### config.mk
export PLATFORM = sky130hd
export DESIGN_NAME = cla_chunk_sequencer
export DESIGN_NICKNAME = d
export VERILOG_FILES = /design/src/rtl/cla_chunk_sequencer.sv
export SDC_FILE = /design/constraint.sdc
export NUM_CORES = 1
export LEC_CHECK = 0
export ABC_AREA = 1
export BUFFER_PORTS_ARGS = -buffer_cell sky130_fd_sc_hd__buf_2
export CELL_PAD_IN_SITES_DETAIL_PLACEMENT = 1
export CELL_PAD_IN_SITES_GLOBAL_PLACEMENT = 1
export CORE_ASPECT_RATIO = 1.5
export CORE_UTILIZATION = 40
export DETAILED_ROUTE_END_ITERATION = 12
export GPL_ROUTABILITY_DRIVEN = 0
export PLACE_DENSITY = 0.86
export SLEW_MARGIN = 25
export SYNTH_ARGS = -nofsm -noshare
export SYNTH_HDL_FRONTEND = slang
export SYNTH_SLANG_ARGS = --single-unit
### constraint.sdc
create_clock -name clk -period 4.1 [get_ports clk]
set_input_delay 0.41 -clock clk [delete_from_list [all_inputs] [get_ports clk]]
set_output_delay 0.41 -clock clk [all_outputs]
set_load 0.02 [all_outputs]
### src/rtl/cla_chunk_sequencer.sv
// rtl/cla_chunk_sequencer.sv - chunked operand sequencer feeding the decomposed CLA adder
module cla_chunk_sequencer #(
  parameter  int NBIT   = 4,
  parameter  int NCHUNK = 4,
  localparam int WIDTH  = NBIT * NCHUNK,
  localparam int IDXW   = (NCHUNK > 1) ? $clog2(NCHUNK) : 1
) (
  input  logic             clk,
  input  logic             rst_n,
  input  logic             req_valid,
  output logic             req_ready,
  input  logic [WIDTH-1:0] op_a,
  input  logic [WIDTH-1:0] op_b,
  input  logic             op_cin,
  output logic [NBIT-1:0]  add_a,
  output logic [NBIT-1:0]  add_b,
  output logic             add_c,
  input  logic [NBIT-1:0]  add_sum,
  input  logic             add_cout,
  output logic             res_valid,
  input  logic             res_ready,
  output logic [WIDTH-1:0] result,
  output logic             cout,
  output logic             busy
);

  typedef enum logic [1:0] {IDLE, RUN, DONE} state_t;

  state_t           state_q;
  state_t           state_d;
  logic [WIDTH-1:0] a_q;
  logic [WIDTH-1:0] b_q;
  logic             carry_q;
  logic [IDXW-1:0]  idx;
  logic             last_chunk;
  logic             accept;

  assign last_chunk = (idx == IDXW'(NCHUNK - 1));
  assign req_ready  = (state_q == IDLE);
  assign res_valid  = (state_q == DONE);
  assign busy       = (state_q != IDLE);
  assign accept     = req_valid & req_ready;

  // State register; reset aborts any operation in flight
  always_ff @(posedge clk or negedge rst_n) begin
    if (!rst_n) begin
      state_q <= IDLE;
    end else begin
      state_q <= state_d;
    end
  end

  // Next state: accept in IDLE, walk chunks in RUN, hold result in DONE until taken
  always_comb begin
    state_d = state_q;
    case (state_q)
      IDLE:    if (accept)     state_d = RUN;
      RUN:     if (last_chunk) state_d = DONE;
      DONE:    if (res_ready)  state_d = IDLE;
      default: state_d = IDLE;
    endcase
  end

  // Current chunk to the adder; zero whenever the adder is not in use
  always_comb begin
    add_a = '0;
    add_b = '0;
    add_c = 1'b0;
    if (state_q == RUN) begin
      add_a = a_q[idx*NBIT +: NBIT];
      add_b = b_q[idx*NBIT +: NBIT];
      add_c = carry_q;
    end
  end

  // Operand capture, carry chaining and result assembly, LSB chunk first
  always_ff @(posedge clk or negedge rst_n) begin
    if (!rst_n) begin
      a_q     <= '0;
      b_q     <= '0;
      carry_q <= 1'b0;
      idx     <= '0;
      result  <= '0;
      cout    <= 1'b0;
    end else begin
      case (state_q)
        IDLE: begin
          if (accept) begin
            a_q     <= op_a;
            b_q     <= op_b;
            carry_q <= op_cin;
            idx     <= '0;
            result  <= '0;
            cout    <= 1'b0;
          end
        end
        RUN: begin
          result[idx*NBIT +: NBIT] <= add_sum;
          carry_q                  <= add_cout;
          if (last_chunk) begin
            cout <= add_cout;
          end else begin
            idx <= idx + IDXW'(1);
          end
        end
        default: ;
      endcase
    end
  end

endmodule

# Word level (Yosys, flattened, before mapping)
# Cells that the tools add are included.
dict set report word_totals {
  reg_bits 54
  inputBits 42
  out_inout_bits 29
  word_cells 47
}
dict set report classes {
  addsub 2
  n_eq_ne 7
  shift 4
  n_mux 18
  n_bitwise 1
  reduce_logical 8
}
# cell n
set ops {}
lappend ops {{$neg A4 Y34} 1}
lappend ops {{$shift A4 B34 Y16 const A} 1}
lappend ops {{$shiftx A4 B34 Y16} 1}
lappend ops {{$pmux W16 S2} 1}
lappend ops {{$shiftx A16 B5 Y4} 2}
lappend ops {{$bwmux W16} 1}
lappend ops {{$mux W16} 1}
lappend ops {{$mux W2} 5}
lappend ops {{$reduce_and A3 Y1} 3}
lappend ops {{$mux W4} 2}
lappend ops {{$pmux W2 S3} 1}
lappend ops {{$eq A2 B2 Y1 const B} 2}
lappend ops {{$mux W1} 4}
lappend ops {{$ne A2 B1 Y1 const B} 2}
lappend ops {{$ne A2 B2 Y1 const B} 2}
lappend ops {{$pmux W1 S2} 2}
lappend ops {{$pmux W2 S2} 1}
lappend ops {{$reduce_and A2 Y1} 2}
lappend ops {{$reduce_bool A2 Y1} 2}
lappend ops {{$add A2 B1 Y2 const B} 1}
lappend ops {{$eq A2 B1 Y1 const B} 1}
lappend ops {{$logic_not A2 Y1} 1}
lappend ops {{$and A1 B1 Y1} 1}

# Depth between registers and ports, before layout
dict set report depth {
  depth_word 4
  ltp_mapped 8
  ltp_nobuf 7
}

# Worst setup path before layout
# No wires, ideal clock.
dict set report synth_path {
  path_kind {reg-to-output}
  from {register idx[0]}
  to {output add_a[0]}
  t_arrival_ps 1200
  required_ps 3690
  path_slack_ps 2490
  path_stages_with_launch 6
  path_buffers 1
  cell_sequence {dfrtp_1 > inv_2 > buf_2 > nand2_1 > nand3_1 > a21oi_1}
}
dict set report synth_between {
  elab_chain_len 2
}
# item line_no
set synth_rtl {}
lappend synth_rtl {{from (decl)} 34} ;# logic [IDXW-1:0] idx;
lappend synth_rtl {{from (signal assigned)} 103} ;# idx <= idx + IDXW'(1);
lappend synth_rtl {{$shiftx A16 B5 Y4} 70} ;# add_a = a_q[idx*NBIT +: NBIT];
lappend synth_rtl {{$mux W4} 69} ;# if (state_q == RUN) begin
lappend synth_rtl {{to (decl)} 15} ;# output logic [NBIT-1:0] add_a,
# No other way between the ends.

# Worst setup path after layout
dict set report layout_path {
  from {register idx[0]}
  to {output add_a[1]}
}
# The elaborated chain is that of the path after synthesis.

==> summary by stage <==
Setup path
The critical path data arrival time is 2.17 ns. For this design, the slowest cell found on the critical path is sky130_fd_sc_hd__dfrtp_1. Together, buffers and inverters on the worst path number 2. The critical path goes through inv_2 -> nand2_1 -> nand3_1 -> a21oi_1 -> buf_2.

In this run the worst path has a maximum fanout of 26. The worst setup path is captured at an output pin. The worst setup path category is reg2out. Broken down by cell family, the worst path's largest delay share belongs to flip-flops. The startpoint kind of the worst setup timing path is a flip-flop.

The required time at the endpoint of the critical path is 3.69 ns. The peak per-stage delay on the critical path is 0.89 ns.

Timing
The count of endpoints failing hold in the final timing report is 0. The max-slew violation count was 0. The post-route clock period utilization is 63.00%. The tightest slew margin relative to the limit is 44.73%. Setup repair after global routing left no endpoint under its margin. The maximum frequency from static timing analysis is 387.2 MHz. The setup TNS is 0 ns. At the pin with the least slew margin, the transition time is 0.8290 ns. The shortest clock period the worst path allows after layout is 2.583 ns. Setup violations remaining at the end of the flow were counted as 0. The clock arrives with 0.006760 ns of skew.

Drt
The ratio of routed vias to standard cells is 4.991. The first detailed-routing pass took 4 iterations. The remaining antenna violation count is 0.

The number of DRC markers in iteration 0 is 120. The count of unresolved DRC violations after routing is 0. The average detailed-routed wire length per instance is 13.99 um. The routed wire length is 6573 um. The total via count in the routed design is 2346.

Synthesis
The share of synthesized area in the top cell type comes to 51.31%. The post-synthesis cell type with the largest combined area is sky130_fd_sc_hd__dfrtp_1. The number of instances in the synthesized netlist is 331.

The total of warnings raised by yosys is 0. The post-synthesis average cell area is 7.957 um2. The share of the Yosys chip area taken by registers is 51.31%.

The cell area after synthesis is 2634 um2. The number of storage elements in the synthesis netlist is 54. The count of unique library cells instantiated by Yosys is 19.

Sorting the synthesized cells by area gives the leading types as sky130_fd_sc_hd__dfrtp_1, sky130_fd_sc_hd__nand2_1, sky130_fd_sc_hd__nand3_1, sky130_fd_sc_hd__o21ai_1, sky130_fd_sc_hd__inv_1. The post-synth net total is 379.

Place
Once detailed placement completed, the half-perimeter wirelength came to 4861 um. The number of buffer cells added on primary ports is 70. The instance area at placement is 2979 um2.

Clocking
The count of hold-fix buffers inserted at cts is 0. Once the clock tree was built, the setup fixing pass inserted 0 buffers. The H-tree generated during clock tree synthesis spans 2 levels.

The root buffer cell chosen for the clock tree is sky130_fd_sc_hd__clkbuf_8. Once the clock tree was built, the resizer swapped 0 gates to a different size. The insertion delay of the later-clocked pin in the worst-skew pair is 0.31 ns. The number of CTS-inserted buffers is 5. Clock-pin slew was measured on the worst setup and hold paths at 0.10 ns. TritonCTS built the clock tree. The maximum count of clock buffers along a single path is 2. The total clock sinks is 54.

Cells and area
The number of diodes added for antenna fixing is 0. Cells with a size suffix above 1 make up 21.97% of the layout. After filler insertion, the fill cell instance count of the layout stands at 821. The number of nets in the final layout is 443.

In the layout the commonest cells are sky130_fd_sc_hd__nand2_1, sky130_fd_sc_hd__buf_2, sky130_fd_sc_hd__dfrtp_1. The finished cells cover 3089 um2. The leading cell type in the layout, fill and taps excluded is sky130_fd_sc_hd__nand2_1. Compared with the post-synthesis result, the final layout area differs by 17.29%.

Global routing
The via count of the first global-routing pass is 2453. The initial antenna violation count is 0. The total overflow left after global routing is 0. The overall global routing resource usage is 20.97%. The largest net degree at the start of global routing is 66. The first global-routing pass estimated 10870 um of wire.

Die
The number of rows in the core area is 35. The floorplan step defined a die boundary enclosing 6920 um2. For this configuration, the core starts out at a cell density of 42.06%. In this run the count of I/O pins placed on the die edge is 71.

The die is 101.4 um tall. Measured along the x axis, the die boundary spans 68.26 um. The core box area is 6262 um2.

Power
The worst supply voltage drop on vdd is 0.3369 mV. For this design the ratio of total power to cell area is 746.1 nW/um2. The leakage dissipation is 1.730 nW.

Status
The run finished with clean final reports.

Flow run
The max-capacitance violation count is 0.

Hold path
The min-delay analysis places its worst path in the category in2async.
-- area by class of cell --
class / instances / area [um2] / share of cell area [%]
Multi-Input combinational cell: 214 / 993.5 / 32.16
Clock inverter: 3 / 40.04 / 1.296
Timing Repair Buffer: 71 / 357.8 / 11.58
Sequential cell: 54 / 1351 / 43.74
Inverter: 49 / 185.2 / 5.994
Tap cell: 74 / 92.59 / 2.997
Clock buffer: 5 / 68.82 / 2.228
-- path summary, 6_finish.rpt --
kind	from	endpoint	slack, ns	depth (start not counted)
max in group asynchronous	rst_n	idx[1]$_DFFE_PN0P_	3.43	2
max reg2reg	idx[0]$_DFFE_PN0P_	result[6]$_DFFE_PN0P_	1.86	6
min	rst_n	result[8]$_DFFE_PN0P_	0.22	2
max	idx[0]$_DFFE_PN0P_	add_a[1]	1.52	5
min reg2reg	result[7]$_DFFE_PN0P_	result[7]$_DFFE_PN0P_	0.52	2
min in group clk	res_ready	state_q[1]$_DFFE_PN0P_	0.28	2
-- per-layer routing --
| layer | share of wire (%) | GRT usage [%] | wire length (um) | vias up |
|---|---|---|---|---|
| met2 | 55 | 38.24 | 3617 | 52 |
| met4 | 1.5 | 8.173 | 96 | 0 |
| met1 | 40 | 23.64 | 2631 | 1126 |
| li1 | - | - | - | 1159 |
| met3 | 3.5 | 3.041 | 228 | 9 |
| met5 | 0 | 0 | 0 | - |
-- per-stage QoR --
stage / utilization (%) / hold WS (ns) / power (mW) / std cells / setup slack (ns)
floorplan: - / 0.1144 / 1.660 / 331 / 2.491
global placement: 47.57 / 0.4849 / 1.907 / 462 / 1.897
detailed placement: 47.57 / 0.4991 / 1.967 / 462 / 1.846
CTS: 49.31 / 0.2395 / 2.335 / 470 / 1.479
global route: 49.33 / 0.2748 / 2.504 / 470 / 1.305
finish: 49.33 / 0.2173 / 2.305 / 470 / 1.517
-- synthesized netlist by cell type (all sizes together) --
master and number:
nand2 104, dfrtp 54, inv 48, nand3 42, o21ai 37, nor2 13, buf 12, a21oi 8
ha 6, clkbuf 2, nand3b 2, clkinv 1, nand4 1, o31ai 1
-- power by group --
group	internal [mW]	leakage, nW	switching [mW]	total (mW)
clock network	0.180	0.0579	0.176	0.356
logic	0.343	0.982	0.749	1.09
registers	0.735	0.690	0.122	0.857
-- sequential cells by signal, indices dropped and copies added (netlist names) --
name and count:
state_q 2, a_q 16, b_q 16, carry_q 1, cout 1, result 16, idx 2
-- cell families (layout without fill, tap and decap cells) --
| kind of cell | after synthesis | count (layout) | synth area share (%) |
|---|---|---|---|
| adder cells (fa/ha/maj) | 6 | 6 | 2.850 |
| AO/OA/AOI/OAI | 46 | 46 | 8.836 |
| AND/OR/NAND/NOR | 162 | 162 | 26.03 |
| flip-flops | 54 | 54 | 51.31 |
| buffers and inverters | 63 | 128 | 10.97 |
-- worst register-to-register path: cells and delay by family (launching register included) --
family / cells / cell delay [ns]
DFF: 1 / 0.89
buffers and inverters: 2 / 0.46
and+or+nand+nor: 3 / 0.39
adders and majority gates: 1 / 0.46
Power figures use the tool's default switching activity.
